==> src/rtl/fifo_wr_arbiter.sv <==
`default_nettype none
// ============================================================================
// Module   : fifo_wr_arbiter
// Brief    : Round-robin arbiter sharing one FIFO write port among NUM_REQ
//            requesters, with overflow retry and wr_ack/overflow checking.
// Revision : 1.0 - initial release
// ============================================================================
module fifo_wr_arbiter #(
    parameter int NUM_REQ    = 4,
    parameter int DATA_WIDTH = 16
) (
    input  logic                          clk,
    input  logic                          rst,
    input  logic [NUM_REQ-1:0]            req,
    input  logic [NUM_REQ*DATA_WIDTH-1:0] req_data,
    output logic [NUM_REQ-1:0]            gnt,
    output logic [DATA_WIDTH-1:0]         fifo_data_in,
    output logic                          fifo_wr_en,
    input  logic                          fifo_full,
    input  logic                          fifo_wr_ack,
    input  logic                          fifo_overflow,
    output logic                          busy,
    output logic [7:0]                    retry_cnt,
    output logic                          proto_err
);

    localparam int               c_idx_w     = $clog2(NUM_REQ);
    localparam logic [1:0]       c_idle      = 2'd0;
    localparam logic [1:0]       c_write     = 2'd1;
    localparam logic [1:0]       c_check     = 2'd2;
    localparam logic [c_idx_w-1:0] c_last_init = c_idx_w'(NUM_REQ - 1);

    logic [1:0]            r_state;
    logic [c_idx_w-1:0]    r_winner;
    logic [c_idx_w-1:0]    r_last_gnt;
    logic                  r_retry_pend;
    logic [DATA_WIDTH-1:0] r_data;
    logic                  r_wr_en;
    logic [7:0]            r_retry_cnt;
    logic                  r_proto_err;

    logic [c_idx_w:0]      w_idle_pick;
    logic [c_idx_w:0]      w_next_pick;
    logic [DATA_WIDTH-1:0] w_idle_data;
    logic [DATA_WIDTH-1:0] w_next_data;
    logic [NUM_REQ-1:0]    w_winner_oh;
    logic [NUM_REQ-1:0]    w_gnt;
    logic                  w_held_valid;
    logic                  w_ack_ok;

    // Returns {found, index} of the first set bit of mask after base, with wrap.
    function automatic logic [c_idx_w:0] rr_pick(
        input logic [NUM_REQ-1:0] mask,
        input logic [c_idx_w-1:0] base
    );
        logic [c_idx_w:0]   res;
        logic [c_idx_w-1:0] pidx;
        int                 pos;
        res = '0;
        for (int k = 1; k <= NUM_REQ; k++) begin
            pos  = (int'(base) + k) % NUM_REQ;
            pidx = pos[c_idx_w-1:0];
            if (!res[c_idx_w] && mask[pidx]) begin
                res = {1'b1, pidx};
            end
        end
        return res;
    endfunction

    assign w_winner_oh  = NUM_REQ'(1) << r_winner;
    assign w_held_valid = r_retry_pend && req[r_winner];
    assign w_ack_ok     = fifo_wr_ack && !fifo_overflow;
    assign w_gnt        = (r_state == c_check && w_ack_ok) ? w_winner_oh : '0;

    // A pending retry keeps its slot as long as the requester still holds req.
    always_comb begin
        w_idle_pick = rr_pick(req, r_last_gnt);
        if (w_held_valid) begin
            w_idle_pick = {1'b1, r_winner};
        end
    end

    assign w_next_pick = rr_pick(req & ~w_gnt, r_winner);
    assign w_idle_data = req_data[w_idle_pick[c_idx_w-1:0]*DATA_WIDTH +: DATA_WIDTH];
    assign w_next_data = req_data[w_next_pick[c_idx_w-1:0]*DATA_WIDTH +: DATA_WIDTH];

    always_ff @(posedge clk or posedge rst) begin
        if (rst) begin
            r_state      <= c_idle;
            r_winner     <= '0;
            r_last_gnt   <= c_last_init;
            r_retry_pend <= 1'b0;
            r_data       <= '0;
            r_wr_en      <= 1'b0;
            r_retry_cnt  <= 8'd0;
            r_proto_err  <= 1'b0;
        end else begin
            case (r_state)
                c_idle: begin
                    if (r_retry_pend && !req[r_winner]) begin
                        r_retry_pend <= 1'b0;
                    end
                    if (w_idle_pick[c_idx_w] && !fifo_full) begin
                        r_winner <= w_idle_pick[c_idx_w-1:0];
                        r_data   <= w_idle_data;
                        r_wr_en  <= 1'b1;
                        r_state  <= c_write;
                    end else begin
                        r_wr_en  <= 1'b0;
                    end
                end
                c_write: begin
                    r_wr_en <= 1'b0;
                    r_state <= c_check;
                end
                c_check: begin
                    if (w_ack_ok) begin
                        r_last_gnt   <= r_winner;
                        r_retry_pend <= 1'b0;
                        if (w_next_pick[c_idx_w] && !fifo_full) begin
                            r_winner <= w_next_pick[c_idx_w-1:0];
                            r_data   <= w_next_data;
                            r_wr_en  <= 1'b1;
                            r_state  <= c_write;
                        end else begin
                            r_state  <= c_idle;
                        end
                    end else begin
                        // Missing or contradictory response is retried like an overflow.
                        if (fifo_wr_ack == fifo_overflow) begin
                            r_proto_err <= 1'b1;
                        end
                        r_retry_pend <= 1'b1;
                        if (r_retry_cnt != 8'hFF) begin
                            r_retry_cnt <= r_retry_cnt + 8'd1;
                        end
                        r_state <= c_idle;
                    end
                end
                default: begin
                    r_wr_en <= 1'b0;
                    r_state <= c_idle;
                end
            endcase
        end
    end

    assign gnt          = w_gnt;
    assign fifo_data_in = r_data;
    assign fifo_wr_en   = r_wr_en;
    assign busy         = (r_state != c_idle);
    assign retry_cnt    = r_retry_cnt;
    assign proto_err    = r_proto_err;

endmodule
`default_nettype wire

==> config.mk <==
export PLATFORM = sky130hd
export DESIGN_NAME = fifo_wr_arbiter
export DESIGN_NICKNAME = d
export VERILOG_FILES = /design/src/rtl/fifo_wr_arbiter.sv
export SDC_FILE = /design/constraint.sdc
export NUM_CORES = 1
export LEC_CHECK = 0
export BUFFER_PORTS_ARGS = -buffer_cell sky130_fd_sc_hd__buf_4
export CAP_MARGIN = 15
export CORE_ASPECT_RATIO = 1.1
export CORE_MARGIN = 3
export CORE_UTILIZATION = 45
export CTS_BUF_LIST = sky130_fd_sc_hd__clkbuf_8
export DETAILED_ROUTE_END_ITERATION = 7
export PLACE_DENSITY = 0.75
export SETUP_SLACK_MARGIN = 0.5
export SLEW_MARGIN = 20
export SYNTH_ARGS = -nofsm -noshare
export SYNTH_HDL_FRONTEND = slang
export SYNTH_SLANG_ARGS = --single-unit
==> constraint.sdc <==
create_clock -name clk -period 8.6 [get_ports clk]
set_clock_uncertainty 0.2 [all_clocks]
set_input_delay 2.58 -clock clk [delete_from_list [all_inputs] [get_ports clk]]
set_output_delay 2.58 -clock clk [all_outputs]
set_load 0.02 [all_outputs]
==> results of run 1 <==
[per-stage QoR]
step | std cells | cell area (sq um)
global placement | 374 | 2990
finish | 382 | 3070
CTS | 382 | 3070
floorplan | 224 | 2215
global route | 382 | 3070
detailed placement | 374 | 2990
[cells in the final DEF (no fill, tap or decap), drive strengths merged, types with 2 or more instances in the layout]
master | Yosys | layout
xnor2 | 4 | 4
and4b | 4 | 4
dfstp | 2 | 2
o22ai | 2 | 2
o21a | 2 | 2
or2 | 2 | 2
o21ai | 10 | 10
nand2b | 6 | 6
o221ai | 17 | 17
mux2i | 33 | 33
a211oi | 3 | 3
nor2b | 2 | 2
mux2 | 3 | 3
a31oi | 2 | 2
buf | 8 | 105
nand3 | 2 | 2
a221oi | 3 | 3
o211ai | 2 | 2
a21oi | 3 | 3
dfrtp | 31 | 31
clkbuf | 3 | 5
xor2 | 3 | 3
ha | 6 | 6
inv | 8 | 11
nor3 | 2 | 2
nand4 | 2 | 2
nand2 | 33 | 33
nor2 | 15 | 15
[cell type report]
type	count	area [sq um]
sequential	33	828.3
tap	56	70.07
multi-input combinational	171	1270
inverter	9	33.78
fill	415	1614
clock inverter	3	11.26
timing repair buffer	105	788.3
clock buffer	5	68.82
[cells by family after synthesis]
group / Yosys count / synth area share (%)
adders and majority gates: 6 / 3.390
and+or+nand+nor: 71 / 15.88
AOI/OAI and AO/OA: 50 / 17.85
buffers and inverters: 20 / 5.254
xor gates and xnor gates: 7 / 2.768
muxes: 37 / 17.46
DFF: 33 / 37.40
[critical path, stage by stage]
cell	delay, ns
buf_4	0.10
inv_1	0.04
ha_1	0.32
and4b_1	0.34
buf_4	0.18
[registers in the layout, indices dropped and copies added, names as in the netlist]
name / count
retry_cnt: 8
proto_err: 1
r_state: 2
fifo_data_in: 16
fifo_wr_en: 1
r_winner: 2
r_retry_pend: 1
r_last_gnt: 2
[power by group]
| group | switching (W) | total, W | internal (W) |
|---|---|---|---|
| registers | 0.0000644 | 0.000285 | 0.000220 |
| clock network | 0.0000524 | 0.000106 | 0.0000539 |
| logic | 0.000278 | 0.000523 | 0.000245 |
[final timing paths]
| kind | from | end | slack [ns] | depth (start not counted) |
|---|---|---|---|---|
| worst max-delay path | fifo_overflow | gnt[3] | 2.25 | 5 |
| max in group asynchronous | rst | r_last_gnt[0] | 5.67 | 3 |
| min in group asynchronous | rst | retry_cnt[1] | 2.19 | 3 |
| worst min-delay path | proto_err | proto_err | 0.26 | 1 |
| worst max register to register | r_winner[0] | fifo_data_in[7] | 4.88 | 11 |
| worst min register to register | proto_err | proto_err | 0.26 | 1 |
[layer usage]
metal	routed length, um	vias to the layer above	global-route usage, %
met5	0	-	0
met4	74	0	5.720
met3	382	11	4.912
met2	2974	78	32.49
met1	2443	1024	27.88
li1	-	1028	-
==> metrics.txt, run 1 <==
post-CTS sizing=0; initial antenna violation count=0; Fmax=157.5 MHz; max-slew violation count=0; core area=4684 sq um; CTS Buffer Depth=2; top cells by area, synth=dfrtp_1, mux2i_1, o221ai_1; Post-synth EDFFs=0; # hold bufs at CTS=0; Post-Syn Instances=224; Pleak=1.556 nW; endpoint class of the critical path=output pin; DR vias/cell=5.605; drt pass-1 iters=4; final setup TNS=0 ns; TritonCTS clock tree=yes; Synth area leader=dfrtp_1; Critical Path RT=5.82 ns; die area=5800 sq um; Rel. slew slack=42.71%; share of cells above drive strength 1=38.04%; crit share post-route=73.85%; Mapped Nets=303; Setup Buffers After CTS=0; largest net degree at the start of global routing=34; Ys Warns=0; Starting Density=47.28%; Worst EP arrival=3.57 ns; vias in the first global route=2023; CTS Buf Count=5; post-route setup slack=2.249 ns; RSZ-0062 raised after global routing=no; first-pass GRT wire length=9.459 mm; drt wl/cell=15.38 um; Clock Sinks=33; I/O Pins=104; residual DRC count=0; Root Driver=clkbuf_8; via count=2141; std cell rows=26; Hold Crit Class=reg -> reg; Nets=404; Max IR drop VDD=0.1697 mV; hpwl dp=4.542 mm; actual slew at the worst max-slew pin=0.8535 ns; die span in y=79.58 um; Die X=72.89 um; antenna cells=0; DR iter-0 viols=127; Port-buffer cells=103; Syn Area/Cell=9.887 sq um; async set-reset flop share out of synthesis=100.0%; clock-pin slew on the worst setup and hold paths=0.07 ns; Startpoint Class=input port; post-synth cell types=49; Setup Viol. Count Final=0; worst skew pair latency=0.27 ns; status=finished clean; post-route ant nets=0; Hold WS=0.2558 ns; Synth Flop Type=dfrtp_1; critical path type=in -> out; Seq/Total Area, Yosys=37.40%; Detailed Route WL=5.875 mm; grt total ovfl=0; Cell Area, Synth=2215 sq um; H-tree levels=2; power per cell area=297.8 nW/um^2; Synth top cells by count=mux2i_1, nand2_1, dfrtp_1; routability cong.=0.8263; Post-Place Setup Slack=2.252 ns; maximum fanout along the worst path=9; Total GRT Usage=20.54%; Fin. Hold Viols=0; PnR Total Power=0.0009145 W; P&R area growth vs syn=38.64%; post-layout util=65.54%; Yosys top cell area share=35.03%; max-cap viol count=0; flops & latches, synth=33; fin crit period=6.351 ns
Power figures use the tool's default switching activity.
==> run 2, diff against run 1 <==
--- a/config.mk
+++ b/config.mk
@@ -9,10 +9,10 @@
 export CAP_MARGIN = 15
 export CORE_ASPECT_RATIO = 1.1
 export CORE_MARGIN = 3
-export CORE_UTILIZATION = 45
+export CORE_UTILIZATION = 44
 export CTS_BUF_LIST = sky130_fd_sc_hd__clkbuf_8
 export DETAILED_ROUTE_END_ITERATION = 7
-export PLACE_DENSITY = 0.75
+export PLACE_DENSITY = 0.76
 export SETUP_SLACK_MARGIN = 0.5
 export SLEW_MARGIN = 20
 export SYNTH_ARGS = -nofsm -noshare
==> constraint.sdc (replaced) <==
create_clock -name clk -period 5.35 [get_ports clk]
set_clock_uncertainty 0.2 [all_clocks]
set_input_delay 1.605 -clock clk [delete_from_list [all_inputs] [get_ports clk]]
set_output_delay 1.605 -clock clk [all_outputs]
set_load 0.02 [all_outputs]
==> run 2 against run 1 <==
  * Sequential power up 59%
  * Clock power up 98%
  * Non-clock buffer count up 2
  * Sequential share of layout area down 0.32 points
  * Largest cell class unchanged
  * Highest routed layer unchanged
==> metrics.txt, run 2 (synthesized netlist as in run 1, its figures left out) <==
vias in the first global route=2113 (+4.4%); Worst EP arrival=4.39 ns (+0.82 ns); TritonCTS clock tree=yes; Startpoint Class=input port; Switch Pwr=0.0006434 W (+63%); routability cong.=0.9402 (+14%); CP dominant cell by count=buf_4; Starting Density=46.63% (-0.65 points); post-route ant nets=0 (unchanged); critical path type=in -> reg; max FFs per register=16 (unchanged); actual slew at the worst max-slew pin=0.8703 ns (+0.01679 ns); Net Sw Frac=42.37% (-0.81 points); clock-pin slew on the worst setup and hold paths=0.07 ns (about the same); Max stage delay on crit path=0.50 ns (+0.16 ns); final setup TNS=0 ns (unchanged); power per cell area=488.8 nW/um^2 (+64%); Fin. Hold Viols=0 (unchanged); # hold bufs at CTS=0 (unchanged); max-slew violation count=0 (unchanged); P&R area growth vs syn=40.28%; Die X=73.65 um (+1.0%); sequential power share=29.8% (-1.3 points); worst skew pair latency=0.28 ns (about the same); Clk pwr share=13.8% (+2.2 points); die span in y=80.41 um (+1.0%); CTS Buffer Depth=2 (unchanged); Hold Crit Class=reg -> reg; max-cap viol count=0 (unchanged); PnR Total Power=0.001519 W (+66%); Fmax=223.9 MHz; die area=5921 sq um (+2.1%); Rel. slew slack=41.59% (-1.1 points); Pleak=1.567 nW (+0.75%); master of the slowest instance on the critical path=mux4_2; fin crit period=4.467 ns; internal power=0.0008752 W (+68%); I/O Pins=104 (unchanged); Detailed Route WL=5.990 mm (+2.0%); Port-buffer cells=103 (unchanged); Max IR drop VDD=0.2737 mV (+61%); Critical Path RT=5.28 ns (-0.54 ns); largest net degree at the start of global routing=34 (unchanged); busiest grt layer=met2; grt total ovfl=0 (unchanged); share of cells above drive strength 1=39.33% (+1.3 points); hpwl dp=4.557 mm (+0.34%); initial antenna violation count=0 (unchanged); commonest non-fill, non-tap cell in the layout=buf_4; via count=2164 (+1.1%); Nets=406 (+0.50%); maximum fanout along the worst path=21 (+12); drt wl/cell=15.60 um (+1.4%); Clock Sinks=33 (unchanged); endpoint class of the critical path=register; drt pass-1 iters=4 (unchanged); post-CTS sizing=0 (unchanged); Critical Path, Cell by Cell=buf_4 -> ha_1 -> and4b_1 -> nand2b_4 -> mux4_2 -> a211oi_2 -> o211ai_2 -> o211ai_4 -> buf_4 -> mux2i_1 -> o221ai_1; status=finished clean; antenna cells=0 (unchanged); std cell rows=26 (unchanged); combinational share of power=56.3% (-0.9 points); DR vias/cell=5.635 (+0.55%); residual DRC count=0 (unchanged); GRT met3 Usage=5.257% (+0.34 points); Total GRT Usage=20.05% (-0.49 points); CTS Buf Count=5 (unchanged); first-pass GRT wire length=9.418 mm (-0.43%); RSZ-0062 raised after global routing=no; met1 GRT Util=25.12% (-2.8 points); DR iter-0 viols=148 (+17%); met2 Usage GRT=33.60% (+1.1 points); crit share post-route=83.50%; Root Driver=clkbuf_8; H-tree levels=2 (unchanged); Setup Viol. Count Final=0 (unchanged); Setup Buffers After CTS=0 (unchanged); core area=4750 sq um (+1.4%); most frequent cells in the layout=buf_4, nand2_1, mux2i_1, dfrtp_1, o221ai_1
[run 2: cell types whose count changed in the layout (fill, tap and decap cells not counted), sizes merged]
cell,change
clkbuf,+2
inv,-3
buf,+2
clkinv,+1
[run 2: worst max-delay path, delay by kind of cell]
kind | cells | cell delay, ns
compound gates | 4 | 0.89
fa+ha+maj | 1 | 0.28
buf+inv | 2 | 0.43
mux | 2 | 0.72
simple gates | 2 | 0.47
[run 2: final timing paths]
kind	startpoint	to	cells after the start	slack (ns)
worst max-delay path	fifo_wr_ack	fifo_data_in[1]	11	0.88
worst min-delay path	proto_err	proto_err	1	0.26
worst max register to register	r_winner[0]	fifo_data_in[1]	11	1.57
worst min register to register	proto_err	proto_err	1	0.26
max in group asynchronous	rst	r_last_gnt[0]	3	3.40
min in group asynchronous	rst	retry_cnt[6]	3	1.22
[run 2: final cells by class]
type                    instances  area [sq um]
clock buffers                   7         96.34
well taps                      56         70.07
fillers                       410          1643
multi-input cells             171          1270
flip-flops and latches         33         828.3
inverters                       9         33.78
repair buffers                107         803.3
clock inverters                 1         5.005
[run 2: per-stage QoR]
stage | area [sq um] | setup WS (ns) | cells | hold slack, ns | utilization [%]
floorplan | 2215 | 1.179 | 224 | 0.2788 | -
global placement | 3005 | 0.6753 | 376 | 0.2401 | 63.28
detailed placement | 3005 | 0.5756 | 376 | 0.2501 | 63.28
CTS | 3107 | 0.8766 | 384 | 0.2660 | 65.41
global route | 3107 | 0.7578 | 384 | 0.2964 | 65.41
finish | 3107 | 0.8829 | 384 | 0.2600 | 65.41
[run 2: layer usage]
metal	part of all wire (%)	routed length, um
met2	51	3053
met4	1.9	113
met3	6.7	403
met1	40	2419
met5	0	0
[run 2: power groups by stage]
stage | Clock [W] | Sequential [W] | Combinational [W]
4_1_cts | 0.000216 | 0.000452 | 0.000861
6_report | 0.000210 | 0.000453 | 0.000855
3_3_place_gp | 0 | 0.000454 | 0.000848
2_1_floorplan | 0 | 0.000527 | 0.000536
3_5_place_dp | 0 | 0.000457 | 0.000858
5_1_grt | 0.000230 | 0.000473 | 0.000923
==> run 3, diff against run 2 <==
--- a/config.mk
+++ b/config.mk
@@ -5,14 +5,15 @@
 export SDC_FILE = /design/constraint.sdc
 export NUM_CORES = 1
 export LEC_CHECK = 0
+export ABC_AREA = 1
 export BUFFER_PORTS_ARGS = -buffer_cell sky130_fd_sc_hd__buf_4
 export CAP_MARGIN = 15
 export CORE_ASPECT_RATIO = 1.1
 export CORE_MARGIN = 3
-export CORE_UTILIZATION = 44
+export CORE_UTILIZATION = 45
 export CTS_BUF_LIST = sky130_fd_sc_hd__clkbuf_8
 export DETAILED_ROUTE_END_ITERATION = 7
-export PLACE_DENSITY = 0.76
+export PLACE_DENSITY = 0.75
 export SETUP_SLACK_MARGIN = 0.5
 export SLEW_MARGIN = 20
 export SYNTH_ARGS = -nofsm -noshare
==> constraint.sdc (replaced) <==
create_clock -name clk -period 3.6 [get_ports clk]
set_clock_uncertainty 0.2 [all_clocks]
set_input_delay 1.08 -clock clk [delete_from_list [all_inputs] [get_ports clk]]
set_output_delay 1.08 -clock clk [all_outputs]
set_load 0.02 [all_outputs]
==> run 3 against run 2 <==
  * Non-clock buffer count rose by 4
  * Sequential power up 60%
  * Critical path type is now in -> out
  * Register-to-register slack got worse by 0.81 ns
  * Largest power group unchanged
==> metrics.txt, run 3 <==
hpwl dp=5.672 mm (+24%); Post-Syn Instances=427 (+91%); Worst Hold Path EP=proto_err; drt pass-1 iters=6 (+2); r2r worst-path depth=16 (+5); antenna cells=0 (unchanged); Max IR drop VDD=0.6601 mV (+140%); min-delay src=proto_err; most frequent cells in the layout=nand2_1, buf_4, nand3_1, inv_1, dfrtp_1; vias in the first global route=2724 (+29%); clock-pin slew on the worst setup and hold paths=0.07 ns (about the same); Total GRT Usage=20.37% (+0.32 points); Die X=78.72 um (+6.9%); I/O Pins=104 (unchanged); Rel. slew slack=72.29% (+31 points); WP buf/inv=4 (+2); Critical Path RT=2.32 ns (-2.96 ns); TritonCTS clock tree=yes; Yosys top cell area share=30.98% (-4.1 points); Synth area leader=nand2_1; Fin. Hold Viols=0 (unchanged); cell count after placement=600 (+60%); die area=6769 sq um (+14%); actual slew at the worst max-slew pin=0.4156 ns (-0.4547 ns); Post-synth EDFFs=0 (unchanged); Synth top cells by count=nand2_1, nand3_1, inv_1; endpoint class of the critical path=output pin; PnR Total Power=0.003949 W (+160%); worst skew pair latency=0.29 ns (about the same); DR vias/cell=4.900 (-13%); Worst EP arrival=1.79 ns (-2.60 ns); Syn Area/Cell=6.130 sq um (-38%); fin crit period=3.070 ns; Nets=613 (+51%); Clock Sinks=33 (unchanged); max-cap viol count=0 (unchanged); power per cell area=1075 nW/um^2 (+120%); first-pass GRT wire length=11.34 mm (+20%); R2R setup slack=0.76 ns (-0.81 ns); CTS Buf Count=5 (unchanged); share of cells above drive strength 1=28.22% (-11 points); Pleak=2.176 nW (+39%); Fmax=325.7 MHz; drt wl/cell=12.08 um (-23%); post-route ant nets=0 (unchanged); Setup Viol. Count Final=0 (unchanged); top cells by area, synth=nand2_1, dfrtp_1, nand3_1; master of the slowest instance on the critical path=nand4_1; crit share post-route=85.29%; count leader, synth=nand2_1; die span in y=85.99 um (+6.9%); final setup TNS=0 ns (unchanged); Hold Crit Class=reg -> reg; fin cells=610 (+59%); post-synth cell types=29 (-41%); core area=5500 sq um (+16%); Port-buffer cells=103 (unchanged); maximum fanout along the worst path=7 (-67%); DR iter-0 viols=127 (-14%); critical path type=in -> out; residual DRC count=0 (unchanged); initial antenna violation count=0 (unchanged); grt total ovfl=0 (unchanged); largest net degree at the start of global routing=34 (unchanged); Max stage delay on crit path=0.17 ns (-0.33 ns); flops & latches, synth=33 (unchanged); Startpoint Class=input port; status=finished clean; Starting Density=47.59% (+0.96 points); std cell rows=28 (+7.7%); CTS Buffer Depth=2 (unchanged); Hold WS=0.2698 ns (+0.009796 ns); max-slew violation count=0 (unchanged); P&R area growth vs syn=40.30% (about the same); Critical Path, Cell by Cell=buf_6 -> inv_4 -> ha_4 -> nand4_1 -> inv_1 -> buf_4; Synth Flop Type=dfrtp_1; routability cong.=0.8875 (-5.6%); Seq/Total Area, Yosys=31.64% (-5.8 points); commonest non-fill, non-tap cell in the layout=nand2_1; Mapped Nets=506 (+67%); Crit path max-delay family=buffers and inverters; Ys Warns=0 (unchanged); Worst R2R End=fifo_data_in[12]; RSZ-0062 raised after global routing=yes; async set-reset flop share out of synthesis=100.0% (unchanged); hold path depth=1 (unchanged); via count=2989 (+38%); H-tree levels=2 (unchanged); Cell Area, Synth=2618 sq um (+18%); RR Startpoint=r_winner[0]; max FFs per register=16 (unchanged); post-layout util=66.77% (+1.4 points); Root Driver=clkbuf_8; Detailed Route WL=7.369 mm (+23%)
==> run 3: cell count changes in the layout (fill, tap and decap cells not counted), moves of 4 or more <==
cell and change:
nand4_1 +4, nand2b_1 -4, inv_1 +38, nand2_2 +8, nand3_1 +48, mux2i_1 -33, and4b_1 -4, o221ai_1 -17
nand2_1 +178
==> run 3: layer usage <==
layer / share of wire, % / vias to the layer above / global-route usage (%)
met5: 0 / - / 0
met2: 52 / 79 / 37.22
met4: 0.92 / 0 / 3.816
li1: - / 1533 / -
met3: 4.4 / 8 / 3.887
met1: 42 / 1369 / 24.93
==> run 3: logic make-up (layout without fill, tap and decap cells) <==
family | count (synthesis) | after routing | synth area share [%]
AOI/OAI and AO/OA | 18 | 18 | 4.159
DFF | 33 | 33 | 31.64
adders and majority gates | 6 | 6 | 2.868
and+or+nand+nor | 301 | 302 | 48.14
buffers and inverters | 62 | 169 | 10.85
xor gates and xnor gates | 7 | 7 | 2.342
==> run 3: power breakdown <==
part / total (W) / leakage, nW / internal [W] / switching (W)
clock network: 0.000266 / 0.0491 / 0.000131 / 0.000135
registers: 0.000727 / 0.393 / 0.000558 / 0.000168
logic: 0.00296 / 1.73 / 0.00113 / 0.00182
==> run 3: worst max path at each step <==
stage,startpoint,endpoint,slack (ns),cells past startpoint
after global routing,fifo_overflow,gnt[0],0.46,6
after global placement,fifo_overflow,fifo_data_in[14],-0.006,15
final,fifo_overflow,gnt[1],0.53,6
after floorplan,fifo_overflow,fifo_data_in[14],0.63,18
after detailed placement,fifo_wr_ack,fifo_data_in[9],-0.05,15
after CTS,fifo_overflow,gnt[3],0.50,6
==> run 3: per-stage QoR <==
step,area (sq um),setup WS [ns]
6_report,3672,0.5296
5_1_grt,3672,0.4632
4_1_cts,3556,0.5014
3_5_place_dp,3456,-0.04600
3_3_place_gp,3456,-0.006050
2_1_floorplan,2618,0.6259
==> run 3: repair_timing <==
item / 4_1_cts / 5_1_grt
hold buffers: 0 / 0
pin swaps: 2 / 6
setup endpoints to repair: 21 / 22
buffers inserted: 0 / 0
resized for setup: 4 / 21
gates cloned: 0 / 2
==> run 3: final cells by class <==
class	count	area [sq um]
Tap cell	75	93.84
Timing Repair Buffer	111	882.1
Sequential cell	33	829.5
Inverter	50	197.7
Clock inverter	3	13.76
Multi-Input combinational cell	333	1587
Fill cell	535	1828
Clock buffer	5	68.82
